<file path="src/rtl/store_write_buffer_pkg.sv">
// Shared types and constants for the store write buffer.
//   wb_state_type : upstream request FSM states
//   wb_entry_type : one buffered store (address, data, byte strobes)
//   wb_in_type    : upstream request bundle from the execute stage
//   wb_out_type   : upstream completion bundle back to the execute stage
package store_write_buffer_pkg;

    localparam int WB_DEPTH = 4;
    localparam int WB_XLEN  = 32;
    localparam int WB_STRB  = WB_XLEN / 8;

    typedef enum logic [1:0] {
        IDLE    = 2'd0,
        PEND_ST = 2'd1,
        DRAIN   = 2'd2,
        LOAD    = 2'd3
    } wb_state_type;

    typedef struct packed {
        logic [WB_XLEN-1:0] addr;
        logic [WB_XLEN-1:0] wdata;
        logic [WB_STRB-1:0] wstrb;
    } wb_entry_type;

    typedef struct packed {
        logic         valid;
        logic         fence;
        wb_entry_type ent;
    } wb_in_type;

    typedef struct packed {
        logic               ready;
        logic [WB_XLEN-1:0] rdata;
    } wb_out_type;

endpackage

</file>
<file path="src/rtl/store_write_buffer_wb_fifo.sv">
// Circular buffer of DEPTH store entries.
//   clk_i, rst_i   : clock, synchronous active-high reset (pointers/count only)
//   push_i, data_i : enqueue data_i at the tail
//   pop_i          : dequeue the head (caller guarantees non-empty)
//   head_o         : current head entry
//   count_o        : occupied entries, full_o / empty_o derived from it
// A push while full is only legal together with a pop; the count is then unchanged.
module wb_fifo
    import store_write_buffer_pkg::*;
#(
    parameter int DEPTH = WB_DEPTH
) (
    input  logic                     clk_i,
    input  logic                     rst_i,
    input  logic                     push_i,
    input  wb_entry_type             data_i,
    input  logic                     pop_i,
    output wb_entry_type             head_o,
    output logic [$clog2(DEPTH):0]   count_o,
    output logic                     full_o,
    output logic                     empty_o
);

    localparam int PW = $clog2(DEPTH);
    localparam int CW = PW + 1;

    wb_entry_type    mem_q [DEPTH];
    logic [PW-1:0]   wr_ptr_q, wr_ptr_d;
    logic [PW-1:0]   rd_ptr_q, rd_ptr_d;
    logic [CW-1:0]   count_q, count_d;

    always_comb begin
        wr_ptr_d = push_i ? wr_ptr_q + PW'(1) : wr_ptr_q;
        rd_ptr_d = pop_i  ? rd_ptr_q + PW'(1) : rd_ptr_q;
        case ({push_i, pop_i})
            2'b10:   count_d = count_q + CW'(1);
            2'b01:   count_d = count_q - CW'(1);
            default: count_d = count_q;
        endcase
    end

    always_ff @(posedge clk_i) begin
        if (rst_i) begin
            wr_ptr_q <= '0;
            rd_ptr_q <= '0;
            count_q  <= '0;
        end else begin
            wr_ptr_q <= wr_ptr_d;
            rd_ptr_q <= rd_ptr_d;
            count_q  <= count_d;
        end
    end

    // Storage carries no reset; only the pointers define what is valid.
    always_ff @(posedge clk_i) begin
        if (push_i) begin
            mem_q[wr_ptr_q] <= data_i;
        end
    end

    assign head_o  = mem_q[rd_ptr_q];
    assign count_o = count_q;
    assign full_o  = (count_q == CW'(DEPTH));
    assign empty_o = (count_q == '0);

endmodule

</file>
<file path="src/rtl/store_write_buffer.sv">
// Store write buffer between the execute stage and the data-memory port.
// Stores are posted into a FIFO and acked at once; loads and fences wait
// until every older store has drained, so memory order is preserved.
//   clk, rst                        : clock, synchronous active-high reset
//   req_valid/fence/addr/wdata/wstrb: one-cycle upstream request (wstrb==0 -> load)
//   mem_ready, mem_rdata            : one-cycle completion pulse, load data
//   dmem_valid/addr/wdata/wstrb     : downstream request (wstrb==0 -> read)
//   dmem_ready, dmem_rdata          : downstream completion, read data
//   wb_empty, wb_count              : buffer status
// XLEN must match WB_XLEN, the width the entry types are built with.
module store_write_buffer
    import store_write_buffer_pkg::*;
#(
    parameter int DEPTH = WB_DEPTH,
    parameter int XLEN  = WB_XLEN
) (
    input  logic                   clk,
    input  logic                   rst,
    input  logic                   req_valid,
    input  logic                   req_fence,
    input  logic [XLEN-1:0]        req_addr,
    input  logic [XLEN-1:0]        req_wdata,
    input  logic [XLEN/8-1:0]      req_wstrb,
    output logic                   mem_ready,
    output logic [XLEN-1:0]        mem_rdata,
    output logic                   dmem_valid,
    output logic [XLEN-1:0]        dmem_addr,
    output logic [XLEN-1:0]        dmem_wdata,
    output logic [XLEN/8-1:0]      dmem_wstrb,
    input  logic                   dmem_ready,
    input  logic [XLEN-1:0]        dmem_rdata,
    output logic                   wb_empty,
    output logic [$clog2(DEPTH):0] wb_count
);

    wb_state_type    state_q, state_d;
    logic            pend_fence_q, pend_fence_d;
    wb_entry_type    pend_ent_q, pend_ent_d;
    logic            ack_q, ack_d;
    logic [XLEN-1:0] rdata_q, rdata_d;

    wb_in_type       req;
    wb_out_type      up;

    logic            fifo_push, fifo_pop, fifo_full, fifo_empty, drain_act;
    wb_entry_type    fifo_push_data, fifo_head;
    logic [$clog2(DEPTH):0] fifo_count;

    always_comb begin
        req.valid     = req_valid;
        req.fence     = req_fence;
        req.ent.addr  = req_addr;
        req.ent.wdata = req_wdata;
        req.ent.wstrb = req_wstrb;
    end

    wb_fifo #(.DEPTH(DEPTH)) u_fifo (
        .clk_i   (clk),
        .rst_i   (rst),
        .push_i  (fifo_push),
        .data_i  (fifo_push_data),
        .pop_i   (fifo_pop),
        .head_o  (fifo_head),
        .count_o (fifo_count),
        .full_o  (fifo_full),
        .empty_o (fifo_empty)
    );

    // State register
    always_ff @(posedge clk) begin
        if (rst) begin
            state_q      <= IDLE;
            pend_fence_q <= 1'b0;
            ack_q        <= 1'b0;
            rdata_q      <= '0;
        end else begin
            state_q      <= state_d;
            pend_fence_q <= pend_fence_d;
            ack_q        <= ack_d;
            rdata_q      <= rdata_d;
        end
    end

    always_ff @(posedge clk) begin
        pend_ent_q <= pend_ent_d;
    end

    // Next-state logic
    always_comb begin
        state_d        = state_q;
        pend_fence_d   = pend_fence_q;
        pend_ent_d     = pend_ent_q;
        ack_d          = 1'b0;
        rdata_d        = '0;
        fifo_push      = 1'b0;
        fifo_push_data = req.ent;
        case (state_q)
            IDLE: begin
                if (req.valid) begin
                    if (!req.fence && (req.ent.wstrb != '0)) begin
                        if (!fifo_full) begin
                            fifo_push = 1'b1;
                            ack_d     = 1'b1;
                        end else begin
                            pend_fence_d = 1'b0;
                            pend_ent_d   = req.ent;
                            state_d      = PEND_ST;
                        end
                    end else begin
                        pend_fence_d = req.fence;
                        pend_ent_d   = req.ent;
                        state_d      = DRAIN;
                    end
                end
            end
            PEND_ST: begin
                // The slot freed by this cycle's pop is refilled at once.
                fifo_push_data = pend_ent_q;
                if (fifo_pop) begin
                    fifo_push = 1'b1;
                    ack_d     = 1'b1;
                    state_d   = IDLE;
                end
            end
            DRAIN: begin
                if (fifo_empty) begin
                    state_d = pend_fence_q ? IDLE : LOAD;
                end
            end
            LOAD: begin
                if (dmem_ready) begin
                    ack_d   = 1'b1;
                    rdata_d = dmem_rdata;
                    state_d = IDLE;
                end
            end
            default: state_d = IDLE;
        endcase
    end

    // Outputs: drain engine owns the port unless a load is in progress.
    always_comb begin
        drain_act  = !fifo_empty && (state_q != LOAD);
        fifo_pop   = drain_act && dmem_ready;
        dmem_valid = drain_act || (state_q == LOAD);
        dmem_addr  = '0;
        dmem_wdata = '0;
        dmem_wstrb = '0;
        if (state_q == LOAD) begin
            dmem_addr = pend_ent_q.addr;
        end else if (drain_act) begin
            dmem_addr  = fifo_head.addr;
            dmem_wdata = fifo_head.wdata;
            dmem_wstrb = fifo_head.wstrb;
        end
        // A fence finding the buffer empty is acked in the same cycle, so an
        // already-empty buffer gives the ack one cycle after the request.
        up.ready  = ack_q || ((state_q == DRAIN) && pend_fence_q && fifo_empty);
        up.rdata  = rdata_q;
        mem_ready = up.ready;
        mem_rdata = up.rdata;
        wb_empty  = fifo_empty;
        wb_count  = fifo_count;
    end

endmodule

</file>
<file path="config.mk">
export PLATFORM = sky130hd
export DESIGN_NAME = store_write_buffer
export DESIGN_NICKNAME = d
export VERILOG_FILES = /design/src/rtl/store_write_buffer_pkg.sv /design/src/rtl/store_write_buffer_wb_fifo.sv /design/src/rtl/store_write_buffer.sv
export SDC_FILE = /design/constraint.sdc
export NUM_CORES = 1
export LEC_CHECK = 0
export CAP_MARGIN = 5
export CORE_UTILIZATION = 45
export DETAILED_ROUTE_END_ITERATION = 10
export GPL_TIMING_DRIVEN = 0
export HOLD_SLACK_MARGIN = 0.05
export PLACE_DENSITY = 0.73
export SLEW_MARGIN = 10
export SYNTH_ARGS = -nofsm -noshare
export SYNTH_HDL_FRONTEND = slang
export SYNTH_SLANG_ARGS = --single-unit
</file>
<file path="constraint.sdc">
create_clock -name clk -period 12.3 [get_ports clk]
set_clock_uncertainty 0.2 [all_clocks]
set_input_delay 3.075 -clock clk [delete_from_list [all_inputs] [get_ports clk]]
set_output_delay 3.075 -clock clk [all_outputs]
set_load 0.01 [all_outputs]
</file>
======== Word level (Yosys, flattened, before mapping) ========
Memory sizes are Yosys's and may differ from the RTL's. A register that Yosys moved wholly into a read port is not among the register bits.
Index checks and enable logic that the tools add are counted.
storage, ports and cells
  bits in latches ......................... 0
  register bits ........................... 111
  word-level logic and storage cells ...... 77
  bits of input ports ..................... 105
  memory bits (read-only) ................. 0
  memories ................................ 1
  memory bits (writable) .................. 272
operators by class
  equal/unequal tests ..................... 13
  multiply operators ...................... 0
  bitwise logic cells ..................... 2
  mux-type cells .......................... 31
  shift operators ......................... 0
  add/sub/neg operators ................... 4
  div/mod/pow operators ................... 0
  order comparisons ....................... 0
  reductions and logical operators ........ 16
memories
  name          words  bits a word  read ports  clocked after Yosys merged registers in  wr ports  RTL line                          RTL
  u_fifo.mem_q  4      68           1           1                                        1         store_write_buffer_wb_fifo.sv:27  wb_entry_type mem_q [DEPTH];
operators by type and width
  kind                   number
  $mux W68               3
  $mux W32               4
  $mux W2                9
  $ne A2 B2 Y1 const B   5
  $mux W1                9
  $mux W4                2
  $pmux W2 S4            1
  $eq A2 B2 Y1 const B   3
  $pmux W3 S2            1
  $logic_and A1 B1 Y1    5
  $reduce_and A5 Y1      1
  $add A2 B1 Y2 const B  2
  $eq A2 B1 Y1 const B   2
  $reduce_bool A4 Y1     1
  $add A3 B1 Y3 const B  1
  $eq A3 B3 Y1 const B   1
  $logic_not A3 Y1       1
  $ne A3 B3 Y1 const B   1
  $pmux W1 S3            1
  $reduce_and A3 Y1      1
  $reduce_or A3 Y1       1
  $sub A3 B1 Y3 const B  1
  $logic_not A1 Y1       2
  $logic_not A2 Y1       1
  other kinds (5)        7

======== Longest topological paths before layout ========
Gate-level depths: netlist of the first run.
  depth after elaboration ................. 8
  gate-level depth with buffers ........... 10
  mapped depth without buffers ............ 9

======== Modules after synthesis ========
From an unflattened synthesis of the first run, not the netlist that was laid out.
second synthesis, totals
  cell total of the unflattened synthesis .. 797
  area, all modules ....................... 15107.0 sq um
by module, submodules not included
  module              seq. area each (sq um)  cells an instance  area an instance (sq um)  times used
  wb_fifo             8348.0                  403                10269.8                   1
  store_write_buffer  2762.6                  394                4837.1                    1

======== Worst setup path before layout of the first run ========
OpenSTA, ideal clock, no wires.
  path type ............................... input -> register
  start ................................... input req_valid
  end ..................................... memory u_fifo.mem_q[0][0] (netlist bit) (enable)
  path buffers ............................ 0
  arrival time ............................ 6897 ps
  path slack .............................. 4700 ps
  required time ........................... 11597 ps
  stages .................................. 4
  path through ............................ or3b_4 > nor4_2 > a31oi_2 > nor2b_1
between the ends
  cells in the longest elaborated chain, start to end .. 4
RTL lines
  item                           RTL line                          RTL
  start: declaration             store_write_buffer.sv:19          input logic req_valid,
  $mux W1                        store_write_buffer.sv:99          if (req.valid) begin
  $pmux W1 S2                    store_write_buffer.sv:97          case (state_q)
  $mux W1                        store_write_buffer_wb_fifo.sv:56  if (push_i) begin
  $mux W1 (implied by the code)  store_write_buffer_wb_fifo.sv:57  mem_q[wr_ptr_q] <= data_i;
  end: declaration               store_write_buffer_wb_fifo.sv:27
Every way passes these cells.

==> results of run 1 <==
[Yosys cell counts (2+ instances only)]
library cell	instances	area, µm²
a211oi_1	2	15.0
a21oi_1	3	15.0
a22o_1	32	280
and2_1	33	206
and2b_1	3	22.5
and3_1	37	231
buf_2	21	105
clkbuf_1	23	86.3
dfxtp_1	45	901
edfxtp_1	340	10200
ha_1	5	62.6
inv_1	7	26.3
mux2_2	68	766
mux4_2	68	1530
nand2_1	4	15.0
nand2b_1	2	12.5
nor2_1	11	41.3
nor2b_1	3	18.8
nor3_1	2	10.0
nor3b_1	3	22.5
nor4_2	2	25.0
o21ai_0	4	20.0
or3_1	2	12.5
xor2_1	3	26.3
[worst min-delay path, cell delays in order (launching register included)]
cell,delay (ps)
dfxtp_1,340
nand2b_1,80
mux2i_1,60
[flip-flops by register name (all words and copies together), names as in the netlist, named ones only]
register and cells:
u_fifo.mem_q 272, pend_ent_q 68, mem_rdata 32, u_fifo.count_o 3
state_q 2, u_fifo.rd_ptr_q 2, u_fifo.wr_ptr_q 2, ack_q 1
pend_fence_q 1
[final cells by class]
class | instances | area, µm² | share of cell area, %
Clock buffer | 55 | 1220 | 6.38
Multi-Input combinational cell | 298 | 3480 | 18.1
Sequential cell | 385 | 11100 | 57.8
Clock inverter | 21 | 239 | 1.24
Timing Repair Buffer | 221 | 2370 | 12.4
Tap cell | 442 | 553 | 2.88
Buffer | 45 | 199 | 1.04
Antenna cell | 1 | 2.50 | 0.0130
Inverter | 7 | 26.3 | 0.137
[cell families (layout without fill, tap and decap cells)]
group | Yosys count | in the layout | share of synthesized area (%)
flops | 385 | 385 | 75.1
compound gates | 46 | 46 | 2.55
buf+inv | 52 | 349 | 1.52
simple gates | 104 | 104 | 4.30
other cells | 0 | 1 | 0
mux | 138 | 138 | 15.7
xor+xnor | 4 | 4 | 0.237
fa+ha+maj | 6 | 6 | 0.558
[worst max path at each step]
stage	endpoint	from	cells after the start
floorplan	u_fifo.mem_q[0][0]	req_valid	4
global placement	u_fifo.mem_q[0][44]	req_valid	5
detailed placement	u_fifo.count_o[2]	req_wstrb[2]	10
CTS	dmem_addr[29]	flip-flop	6
global route	dmem_addr[12]	flip-flop	6
finish	dmem_addr[29]	flip-flop	6
[per-stage QoR]
step | util [%] | hold WS, ps
after floorplan | - | 284
after global placement | 53.8 | 301
after detailed placement | 54.7 | 317
after CTS | 59.2 | 328
after global routing | 59.2 | 347
final | 59.2 | 326
[per-layer routing]
metal	global-route usage, %	vias to the layer above	share of wire [%]
li1	-	3502	-
met1	22.8	3952	40
met2	32.6	256	50
met3	5.62	53	8.0
met4	4.60	2	1.9
met5	0	-	0.055
[power by group through the flow]
stage / Clock [mW] / Combinational (mW) / Sequential (mW)
after floorplan: 0 / 0.498 / 1.58
after global routing: 1.38 / 0.974 / 1.56
after detailed placement: 0 / 0.919 / 1.58
final: 1.30 / 0.907 / 1.55
after global placement: 0 / 0.887 / 1.59
after CTS: 1.33 / 0.923 / 1.55
==> flow_metrics.tcl, run 1 <==
set metrics [dict create \
    status "completed" \
    core-area_um2 32500 \
    clock_sinks 385 \
    pwr-share-seq_pct 41.3 \
    synth_cells 735 \
    final_common_cell "edfxtp_1" \
    internal_power_mw 2.81 \
    dr.pass1.iters 5 \
    cts_tree "yes" \
    grt.total_usage_pct 18.7 \
    clkTransAtPathRegs_ps 60 \
    hold_viol_final 0 \
    ant_nets 0 \
    drt_iter0_markers 422 \
    syn_nets 846 \
    peakVddDrop_v 0.000106 \
    slew_headroom_pct 47.3 \
    drive_gt1_share_pct 23.8 \
    r2r-start "u_fifo.count_o[2]" \
    ys.flop_type "edfxtp_1" \
    nFillCells 2393 \
    clk_path_buf_depth 3 \
    cp_max_fo 10 \
    finalPower_mw 3.76 \
    drv_cap 0 \
    cts_buffers 41 \
    grt_pass1_wl_um 47200 \
    start_kind "flip-flop" \
    port_buffers 210 \
    ys_warn_count 0 \
    post_drt_wl_per_cell_um 21.0 \
    cp.required_ps 9020 \
    cts_hold_buf 0 \
    max_stage_delay_ps 530 \
    root_buffer "clkbuf_16" \
    end_kind "output port" \
    viasPerCell 5.26 \
    power_density_nw_per_um2 196 \
    cpMaxStageDelayCell "clkbuf_1" \
    worst-path-buf-inv 4 \
    critPathTopFamily "buffers and inverters" \
    synth-seq-cells 385 \
    swShare_pct 25.2 \
    post_cts_buffers 0 \
    switchingPower_uw 947 \
    rsz0062_at_grt "no" \
    tightest_slew_ps 789 \
    finalCritPeriodShare_pct 52.3 \
    netlist_area_um2 14800 \
    reg2regPathDepth 9 \
    grt_pass1_vias 8352 \
    async_flop_share_pct 0 \
    path_class "reg -> out" \
    worstPathCellList "clkbuf_1 -> clkbuf_1 -> buf_2 -> mux4_2 -> a22o_1 -> clkdlybuf4s50_1" \
    io_pins 211 \
    cts_resized 0 \
    insertion_delay_ps 530 \
    worst_ep_arrival_time_ps 3160 \
    placed_cell_area_um2 17700 \
    drc 0 \
    area.growth.synth_to_final_pct 29.9 \
    slew_viol_final 0 \
    via_count 7765 \
    gp_congestion 0.730 \
    period_minus_slack_ps 6430 \
    reg2reg_slack_ps 9210 \
    leakage_nw 6.42 \
    final_area_um2 19200 \
    instances_no_fill 1475 \
    gr-total-overflow 0 \
    fmax_mhz 155 \
    place_ws_ps 5810 \
    comb_power_share_pct 24.1 \
    min_from "u_fifo.wr_ptr_q[1]" \
    finalWorstSetupSlack_ps 5870 \
    avgSynthCellArea_um2 20.1 \
    routed_wl_um 30900 \
    dp.cells 1398 \
    synth_edf_count 340 \
    start_util_pct 45.6 \
    crit_top_cell "clkbuf_1" \
    rows 66 \
    synth_cell_types 36 \
    layout_common_cells "edfxtp_1, clkdlybuf4s50_1, mux2_2, mux4_2, clkbuf_16" \
    r2r-end "u_fifo.count_o[2]" \
    yosysSeqAreaShare_pct 75.1 \
    fin_nets 1110 \
    post-dp-hpwl_um 20100 \
    htreeDepth 2 \
    setup_viol_count_final 0 \
    worst_hold_path.num_cells 2 \
    die_width_um 183 \
    antenna_found_initial 2 \
    die_h_um 183 \
    hold_class "reg -> reg" \
    setup_tns_ps 0 \
    die_area_um2 33600 \
    whs_endpoint "u_fifo.wr_ptr_q[1]" \
    grt_max_degree 43 \
    p_clk_share_pct 34.6 \
]
Power figures use the tool's default switching activity.
==> run 2, diff against run 1 <==
clock period = 6.2 ns   (was 12.3 ns; I/O delays follow)
==> results of run 2 <==
Same layout as run 1 (identical final DEF). Status: completed.
Among the figures that moved: setup slack after placement 5810 ps -> 1230 ps; setup slack after layout 5870 ps -> 1290 ps; register-to-register setup slack 9210 ps -> 3110 ps; total power 3.76 mW -> 7.46 mW; worst IR drop on VDD 0.000106 V -> 0.000210 V
